===== config.mk =====
export PLATFORM = sky130hd
export DESIGN_NAME = byte_unstrip
export DESIGN_NICKNAME = d
export VERILOG_FILES = /design/src/rtl/byte_unstrip_pkg.sv /design/src/rtl/byte_unstrip_fifo.sv /design/src/rtl/byte_unstrip.sv
export SDC_FILE = /design/constraint.sdc
export NUM_CORES = 1
export LEC_CHECK = 0
export ABC_AREA = 1
export CAP_MARGIN = 20
export CORE_MARGIN = 2
export CORE_UTILIZATION = 35
export CTS_CLUSTER_SIZE = 10
export DETAILED_ROUTE_END_ITERATION = 10
export DONT_BUFFER_PORTS = 1
export PLACE_DENSITY = 0.57
export SETUP_SLACK_MARGIN = 0.15
export SKIP_LAST_GASP = 1
export SYNTH_ARGS = -nofsm -noshare
export SYNTH_HDL_FRONTEND = slang
export SYNTH_SLANG_ARGS = --single-unit

===== constraint.sdc =====
create_clock -name CLK -period 4 [get_ports CLK]
set_input_delay 0.8 -clock CLK [delete_from_list [all_inputs] [get_ports CLK]]
set_output_delay 0.8 -clock CLK [all_outputs]
set_load 0.05 [all_outputs]

===== src/rtl/byte_unstrip_pkg.sv =====
// ---------------------------------------------------------------------------
// byte_unstrip_pkg
// Shared definitions for the lane striping pair (byte_strip / byte_unstrip):
//   - 8b/10b K-symbol code points used on the lanes
//   - the packed lane-group entry stored in the group FIFO
//   - serializer state encoding
//   - is_k_code(): membership test for the recognised K set
// ---------------------------------------------------------------------------
package byte_unstrip_pkg;

   localparam int DATA_W  = 8;               // one lane byte
   localparam int LANES   = 4;               // lanes per group
   localparam int GRP_W   = LANES * DATA_W + LANES;

   localparam logic [DATA_W-1:0] K_STP = 8'hFB;
   localparam logic [DATA_W-1:0] K_SDP = 8'h5C;
   localparam logic [DATA_W-1:0] K_END = 8'hFD;
   localparam logic [DATA_W-1:0] K_EDB = 8'hFE;
   localparam logic [DATA_W-1:0] K_COM = 8'hBC;
   localparam logic [DATA_W-1:0] K_SKP = 8'h1C;
   localparam logic [DATA_W-1:0] K_IDL = 8'h7C;

   // LANE0 occupies data[7:0] and dk[0]; lane k sits at data[8k +: 8].
   typedef struct packed {
      logic [LANES-1:0]        dk;
      logic [LANES*DATA_W-1:0] data;
   } lane_group_t;

   typedef enum logic [0:0] {
      SER_IDLE = 1'b0,
      SER_SEND = 1'b1
   } ser_state_t;

   function automatic logic is_k_code(input logic [DATA_W-1:0] b);
      logic hit;
      hit = 1'b0;
      case (b)
         K_STP, K_SDP, K_END, K_EDB, K_COM, K_SKP, K_IDL: hit = 1'b1;
         default:                                          hit = 1'b0;
      endcase
      return hit;
   endfunction

endpackage


===== src/rtl/byte_unstrip_fifo.sv =====
// ---------------------------------------------------------------------------
// lane_group_fifo
// Two-entry FIFO holding whole lane groups (32 data bits + 4 K flags).
// Ports:
//   CLK      clock, rising edge
//   RESET_L  synchronous active-low reset; empties the FIFO
//   push     write wdata (ignored when full)
//   wdata    lane group to store
//   pop      drop the head entry (ignored when empty)
//   rdata    head entry, valid whenever empty=0
//   full     both entries occupied
//   empty    no entry occupied
//   level    occupancy 0..2
// ---------------------------------------------------------------------------
module lane_group_fifo
   import byte_unstrip_pkg::*;
(
   input  logic        CLK,
   input  logic        RESET_L,
   input  logic        push,
   input  lane_group_t wdata,
   input  logic        pop,
   output lane_group_t rdata,
   output logic        full,
   output logic        empty,
   output logic [1:0]  level
);

   lane_group_t mem [2];
   logic        wr_ptr;
   logic        rd_ptr;
   logic        push_ok;
   logic        pop_ok;

   assign full    = (level == 2'd2);
   assign empty   = (level == 2'd0);
   assign push_ok = push && !full;
   assign pop_ok  = pop && !empty;
   assign rdata   = mem[rd_ptr];

   // Control: pointers and occupancy
   always_ff @(posedge CLK) begin
      if (!RESET_L) begin
         wr_ptr <= 1'b0;
         rd_ptr <= 1'b0;
         level  <= 2'd0;
      end else begin
         if (push_ok) wr_ptr <= ~wr_ptr;
         if (pop_ok)  rd_ptr <= ~rd_ptr;
         level <= level + 2'(push_ok) - 2'(pop_ok);
      end
   end

   // Storage: contents are don't-care until written, so no reset
   always_ff @(posedge CLK) begin
      if (push_ok) mem[wr_ptr] <= wdata;
   end

endmodule


===== src/rtl/byte_unstrip.sv =====
// ---------------------------------------------------------------------------
// byte_unstrip
// Collects 4-lane byte groups into a 2-deep FIFO and serializes them onto a
// single byte stream, LANE0 first. Flags unknown K codes and can optionally
// suppress SKP ordered-set symbols.
// Parameters:
//   DROP_SKP   1 = slots carrying K-SKP (1C) produce no valid output
// Ports:
//   CLK, RESET_L          clock, synchronous active-low reset
//   LANE0..LANE3, DK_0..3 lane bytes and K flags of one group
//   IN_VALID / IN_READY   group handshake; IN_READY is registered
//   D, DK                 serial byte and its K flag (registered)
//   VALID_OUT             D/DK carry a byte this cycle
//   ERR                   K flag set on a byte outside the K set
// ---------------------------------------------------------------------------
module byte_unstrip
   import byte_unstrip_pkg::*;
#(
   parameter bit DROP_SKP = 1'b0
)(
   input  logic              CLK,
   input  logic              RESET_L,
   input  logic [DATA_W-1:0] LANE0,
   input  logic [DATA_W-1:0] LANE1,
   input  logic [DATA_W-1:0] LANE2,
   input  logic [DATA_W-1:0] LANE3,
   input  logic              DK_0,
   input  logic              DK_1,
   input  logic              DK_2,
   input  logic              DK_3,
   input  logic              IN_VALID,
   output logic              IN_READY,
   output logic [DATA_W-1:0] D,
   output logic              DK,
   output logic              VALID_OUT,
   output logic              ERR
);

   lane_group_t       fifo_wdata;
   lane_group_t       head;
   logic              fifo_full;
   logic              fifo_empty;
   logic [1:0]        fifo_level;
   logic [1:0]        level_next;
   logic              push;
   logic              pop;
   logic              emit;
   logic              skp_drop;

   ser_state_t        state;
   logic [1:0]        slot;
   logic [DATA_W-1:0] slot_byte;
   logic              slot_dk;

   logic [DATA_W-1:0] d_p1;
   logic              dk_p1;
   logic              vld_p1;
   logic              err_p1;
   logic              rdy_p1;

   assign fifo_wdata = '{dk:   {DK_3, DK_2, DK_1, DK_0},
                         data: {LANE3, LANE2, LANE1, LANE0}};

   // IN_READY already guarantees space; !fifo_full only keeps the handshake
   // and the FIFO in exact agreement.
   assign push = IN_VALID && rdy_p1 && !fifo_full;

   // A slot is emitted every cycle the head entry exists. In SEND the FIFO is
   // never empty, so the state term only documents the intent.
   assign emit = (state == SER_SEND) || !fifo_empty;
   assign pop  = emit && (slot == 2'd3);

   // Occupancy as it will be after this edge; IN_READY is derived from it so
   // that no path exists from IN_VALID to IN_READY within a cycle.
   assign level_next = fifo_level + 2'(push) - 2'(pop);

   lane_group_fifo u_fifo (
      .CLK     (CLK),
      .RESET_L (RESET_L),
      .push    (push),
      .wdata   (fifo_wdata),
      .pop     (pop),
      .rdata   (head),
      .full    (fifo_full),
      .empty   (fifo_empty),
      .level   (fifo_level)
   );

   always_comb begin
      slot_byte = head.data[{slot, 3'b000} +: DATA_W];
      slot_dk   = head.dk[slot];
      skp_drop  = DROP_SKP && slot_dk && (slot_byte == K_SKP);
   end

   // Stage p1: serializer state, lane counter and registered outputs
   always_ff @(posedge CLK) begin
      if (!RESET_L) begin
         state  <= SER_IDLE;
         slot   <= 2'd0;
         rdy_p1 <= 1'b0;
         d_p1   <= '0;
         dk_p1  <= 1'b0;
         vld_p1 <= 1'b0;
         err_p1 <= 1'b0;
      end else begin
         rdy_p1 <= (level_next < 2'd2);
         vld_p1 <= 1'b0;
         err_p1 <= 1'b0;
         if (emit) begin
            slot <= slot + 2'd1;
            // Stay in SEND across a group boundary when another group is
            // (or is just being) queued, giving back-to-back output.
            if ((slot == 2'd3) && (level_next == 2'd0))
               state <= SER_IDLE;
            else
               state <= SER_SEND;
            // A dropped SKP still consumes its slot; D/DK keep their value.
            if (!skp_drop) begin
               d_p1   <= slot_byte;
               dk_p1  <= slot_dk;
               vld_p1 <= 1'b1;
               err_p1 <= slot_dk && !is_k_code(slot_byte);
            end
         end else begin
            state <= SER_IDLE;
         end
      end
   end

   assign IN_READY  = rdy_p1;
   assign D         = d_p1;
   assign DK        = dk_p1;
   assign VALID_OUT = vld_p1;
   assign ERR       = err_p1;

endmodule


# Word-level counts from Yosys, hierarchy flattened
# Memories as Yosys holds them, arrays and structs flattened. A register that Yosys moved wholly into a read port is not among the register bits.
# Index checks and enable logic that the tools add are counted.
# Widths: inputs -> output; s select.
[word_totals]
mem_bits_rw = 72
mem_count = 1
inputBits = 39
register_bits = 19
elab_cells = 56
[classes]
add_sub_neg = 5
n_lt_le_gt_ge = 2
n_reduce_logical = 15
eq_ne = 9
n_bitwise = 2
mux = 11
n_shift = 1
[memory_table]
columns = ["memory", "depth", "word_bits", "read_ports", "rd_ports_with_merged_regs", "write_ports", "line_no", "rtl"]
rows = [
  ["u_fifo.mem", 2, 36, 1, 1, 1, "byte_unstrip_fifo.sv:29", "lane_group_t mem [2];"],
]
[op_table]
columns = ["cell", "n"]
rows = [
  ["$eq 8x8->1 const B", 4],
  ["$shiftx 32x6->8", 1],
  ["$eq 8x7->1 const B", 2],
  ["$mux 1", 10],
  ["$eq 8x5->1 const B", 1],
  ["$logic_and 1x1->1", 7],
  ["$reduce_or 7->1", 1],
  ["$add 2x1->2", 2],
  ["$eq 2x2->1 const B", 2],
  ["$logic_not 2->1", 2],
  ["$sub 2x1->2", 2],
  ["$logic_not 1->1", 3],
  ["$lt 2x3->1 const B", 1],
  ["$add 2x1->2 const B", 1],
  ["$bmux 1 s2", 1],
  ["$lt 2x2->1 const B", 1],
  ["$not 1->1", 2],
  ["$reduce_and 2->1", 1],
  ["$logic_or 1x1->1", 1],
]

# Longest topological paths before layout
[logic_depth]
depth_word = 8
ltp_mapped = 14
mapped_depth_nobuf = 12

# By module
# From an unflattened synthesis, not the netlist that was laid out.
[unflattened]
hier_cells = 335
hier_area_um2 = 4077.7
[by_module_without_submodules]
columns = ["module", "area_each_um2", "instances", "seq_area_each_um2", "cells_each"]
rows = [
  ["lane_group_fifo", 2999.1, 1, 2262.2, 150],
  ["byte_unstrip", 1078.5, 1, 300.3, 185],
]

# Worst setup path after synthesis
# No wires, ideal clock.
[synth_path]
path_kind = "input to register"
start = "input port IN_VALID"
end = "memory u_fifo.mem[1][0] in the netlist's numbering (enable)"
required_time_ps = 3569
setup_ps = 431
path_slack_ps = 1070
n_path_buf = 0
path_stages = 2
arrival_ps = 2500
path_cell_list = "o211ai_1 nor2_1"
[synth_between]
elab_chain_cells = 5
[synth_rtl]
columns = ["item", "line_no", "rtl"]
rows = [
  ["from (decl)", "byte_unstrip.sv:31", "input logic IN_VALID,"],
  ["$logic_and 1x1->1 (2 in a row)", "byte_unstrip.sv:66", "assign push = IN_VALID && rdy_p1 && !fifo_full;"],
  ["$logic_and 1x1->1", "byte_unstrip_fifo.sv:37", "assign push_ok = push && !full;"],
  ["$mux 1", "byte_unstrip_fifo.sv:56", "if (push_ok) mem[wr_ptr] <= wdata;"],
  ["$mux 1 (implied by the code)", "byte_unstrip_fifo.sv:56", ""],
  ["to (decl)", "byte_unstrip_fifo.sv:29", ""],
]
# No other way between the ends.

==> summary.md <==
| Metric | Value |
|---|---|
| DIE WIDTH | between 100 and 150 um |
| Num ports | between 50 and 60 |
| Buf+Inv Stages, Crit Path | 1 |
| Post-Synthesis Cells | a little under 400 |
| Syn Nets | between 400 and 500 |
| R2R Path End | ERR$_SDFF_PN0_ |
| Final HPWL DP | about 5000 um |
| Cell variety after synth | 27 |
| Post_cts resized | 0 |
| Vias per std cell | 4.61 |
| Layout area overhead | 11.9% |
| H-tree depth | 3 |
| Crit path launch type | flop |
| Largest net degree at the start of global routing | 38 |
| Hold path endpoint | u_fifo.rd_ptr$_SDFFE_PN0P_ |
| Worst setup EP type | flop |
| Hold Violations, Final | 0 |
| Height of the die | 110 um |
| Cts hold-fix bufs | 0 |
| # rows | 38 |
| CTS max path bufs | 2 |
| Period utilisation layout | between 50% and 60% |
| Routed Antenna Nets | 0 |
| Routed WL | 7820 um |
| Crit-path max FO | 36 |
| DRC viols | 0 |
| Post-place instance area | just over 0.004 sq mm |
| Global-route wire length before repair | 12900 um |
| Cts bufs inserted | 9 |
| Max-cap viol count | 0 |
| Clock net sink count | a little over 90 |
| Worst Skew | around 0.0091 ns |
| Worst-Margin Slew | between 0.7 and 0.8 ns |
| Via count | around 2.5k |
| Via count of the first global-routing pass | 2524 |
| Cell Pwr Density | around 540 mW/mm^2 |
| Root buf cell | clkbuf_16 |
| Final std cells w/o fill | around 540 |
| Final setup viols | 0 |
| Mapped Area | approximately 0.0040 sq mm |
| DRT Pass-1 Iters | 4 |
| Layout cells sized above 1 | under 10% |
| Hold Crit Start | u_fifo.rd_ptr$_SDFFE_PN0P_ |
| Outcome | finished clean |
| Detailed router's first-iteration violation count | about 120 |
| Port Buffer Count | 0 |
| Crit-path cells | inv_6, nand2_1, nand3_1, nand2_1, nand2_1, nand2_1, nand2_1, nor2_2, a21boi_2, nor2_1 |
| Placed Cells | between 500 and 600 |
| Top delay family on crit path | flip-flops |
| Worst Hold Class | reg2reg |
| Largest stage delay, worst path | ~0.82 ns |
| CTS tree | done |
| Final Util | between 40 and 50% |
| Setup TNS | 0 ns |
| Starting density of the core | 36.3% |
| VDD IR max | between 0.00015 and 0.0002 V |
| Design area | about 0.0044 sq mm |
| Setup bufs post-CTS | 0 |
| Pwr Total | roughly 0.0024 W |
| Worst-skew pair later-pin latency | 0.34 ns |
| CP most frequent cell | nand2_1 |
| WL per Instance | 14.4 um |
| Fin crit period | roughly 2.2 ns |
| Initial antenna violation count | 0 |
| Register-to-register setup slack | ~1.8 ns |
| Syn Area/Cell | about 10 sq um |
| FF-to-FF path depth | 10 |
| Max stage delay cell, worst path | dfxtp_1 |
| GRT Util Overall | between 10% and 20% |
| Seq/Total Area, Yosys | around 65% |
| Hold path depth | 1 |
| Final #Nets | 443 |
| Max Fclk | 460 MHz |
| GPL Wtd Cong | around 0.75 |
| Ant. Diodes | 0 |
| Die ar. | 0.0122 sq mm |
| Synth Register Bits | 92 |
| Slew HR | roughly 48% |
| CP Data Arrival Time | 2.41 ns |
| Reg clk slew, reported paths | 0.07 ns |
| Ys Warns | 0 |
| Setup CP Type | reg2reg |
| Fin. max-slew vios | 0 |
| Leakage dissipation | around 1.9 nW |
| RSZ-0062 raised after global routing | no |
| Core footprint | 0.0109 sq mm |
| Congestion Overflow GR | 0 |
| Data required, critical path | around 4.2 ns |
## routing by layer
metal	routed length, um	part of all wire (%)	vias to the layer above	track usage, %
li1	-	-	1283	-
met1	3460	44	1156	15.9
met2	3620	46	55	21.6
met3	585	7.5	12	5.05
met4	153	2.0	0	7.25
met5	0	0	-	0
## worst reg2reg max path: stages (launching register included)
cell      delay, ns
dfxtp_1        0.82
inv_6          0.24
nand2_1        0.15
nand3_1        0.07
nand2_1        0.08
nand2_1        0.05
nand2_1        0.16
nand2_1        0.12
nor2_2         0.14
a21boi_2       0.18
nor2_1         0.06
## power by group
| part | internal (W) | leakage (nW) | switching [W] |
|---|---|---|---|
| Sequential | 0.00110 | 0.824 | 0.000105 |
| Combinational | 0.0000937 | 0.909 | 0.000204 |
| Clock | 0.000544 | 0.147 | 0.000337 |
| Total | 0.00174 | 1.88 | 0.000645 |
## Yosys cell counts
| library cell | number | area [sq um] |
|---|---|---|
| nor3_1 | 2 | 10.0 |
| inv_2 | 1 | 3.75 |
| edfxtp_1 | 72 | 2160 |
| xor2_1 | 1 | 8.76 |
| clkbuf_1 | 2 | 7.51 |
| xnor2_1 | 2 | 17.5 |
| nor2_1 | 15 | 56.3 |
| buf_4 | 5 | 37.5 |
| nand3_2 | 1 | 10.0 |
| a21boi_2 | 1 | 11.3 |
| nand3b_4 | 1 | 20.0 |
| o221ai_1 | 1 | 8.76 |
| o21ai_0 | 14 | 70.1 |
| nor2_2 | 2 | 12.5 |
| buf_6 | 4 | 45.0 |
| buf_2 | 3 | 15.0 |
| ha_1 | 5 | 62.6 |
| a21oi_1 | 6 | 30.0 |
| nand2_2 | 4 | 25.0 |
| inv_1 | 61 | 229 |
| o211ai_1 | 2 | 15.0 |
| nand3_1 | 42 | 210 |
| a21oi_2 | 1 | 8.76 |
| dfxtp_1 | 20 | 400 |
| inv_6 | 1 | 8.76 |
| nand2_1 | 125 | 469 |
| nand4_1 | 2 | 12.5 |
## stage by stage
step / worst slack, ns / hold WS [ns]
after detailed placement: 1.55 / 0.449
after CTS: 1.58 / 0.463
final: 1.82 / 0.466
after floorplan: 1.07 / 0.425
after global placement: 1.61 / 0.436
after global routing: 1.55 / 0.487
## sequential cells by signal, indices dropped and copies added (netlist names), named ones only
register and flops:
u_fifo.level 2, u_fifo.mem 72, VALID_OUT 1, state 1, slot 2, ERR 1, IN_READY 1, u_fifo.rd_ptr 1
DK 1, u_fifo.wr_ptr 1, D 8
## final cells by class
| type | instances | area, sq um |
|---|---|---|
| multi-input combinational | 227 | 1070 |
| timing repair buffer | 6 | 77.6 |
| clock inverter | 5 | 76.3 |
| inverter | 63 | 241 |
| tap | 140 | 175 |
| clock buffer | 11 | 233 |
| fill | 1068 | 6500 |
| sequential | 92 | 2560 |
## worst max path at each step
stage                   startpoint                          end  slack (ns)  cells past startpoint
5_1_grt                       flop               ERR$_SDFF_PN0_        1.55                     10
3_5_place_dp              IN_VALID   u_fifo.mem[1][6]$_DFFE_PP_        1.55                      2
2_1_floorplan             IN_VALID   u_fifo.mem[1][0]$_DFFE_PP_        1.07                      2
6_report                      flop               ERR$_SDFF_PN0_        1.82                     10
4_1_cts        IN_READY$_SDFF_PN0_  u_fifo.mem[1][23]$_DFFE_PP_        1.58                      2
3_3_place_gp              IN_VALID   u_fifo.mem[1][1]$_DFFE_PP_        1.61                      2
## cell families (layout without fill, tap and decap cells)
group,count (synthesis),count (layout),synth area share (%)
AOI/OAI and AO/OA,25,25,3.63
xor gates and xnor gates,3,3,0.662
adders and majority gates,5,5,1.58
buffers and inverters,77,85,8.74
DFF,92,92,64.6
and+or+nand+nor,194,194,20.8
## cells in the final DEF, fill, tap and decap left out
cell type	Yosys	final
nand2_1	125	125
edfxtp_1	72	72
inv_1	61	61
nand3_1	42	42
dfxtp_1	20	20
o21ai_0	14	14
nor2_1	15	13
clkbuf_16	0	9
a21oi_1	6	6
ha_1	5	5
nand2_2	4	4
buf_4	5	4
o211ai_1	2	2
nor3_1	2	2
nor2_4	0	2
xnor2_1	2	2
nand4_1	2	2
nor2_2	2	2
clkbuf_1	2	2
bufinv_16	0	2
inv_6	1	1
inv_2	1	1
nand3_2	1	1
xor2_1	1	1
o221ai_1	1	1
nand3b_4	1	1
a21boi_2	1	1
a21oi_2	1	1
clkinv_2	0	1
clkinv_1	0	1
clkinvlp_4	0	1
buf_16	0	1
buf_12	0	1
(Power assumes the default switching activity.)
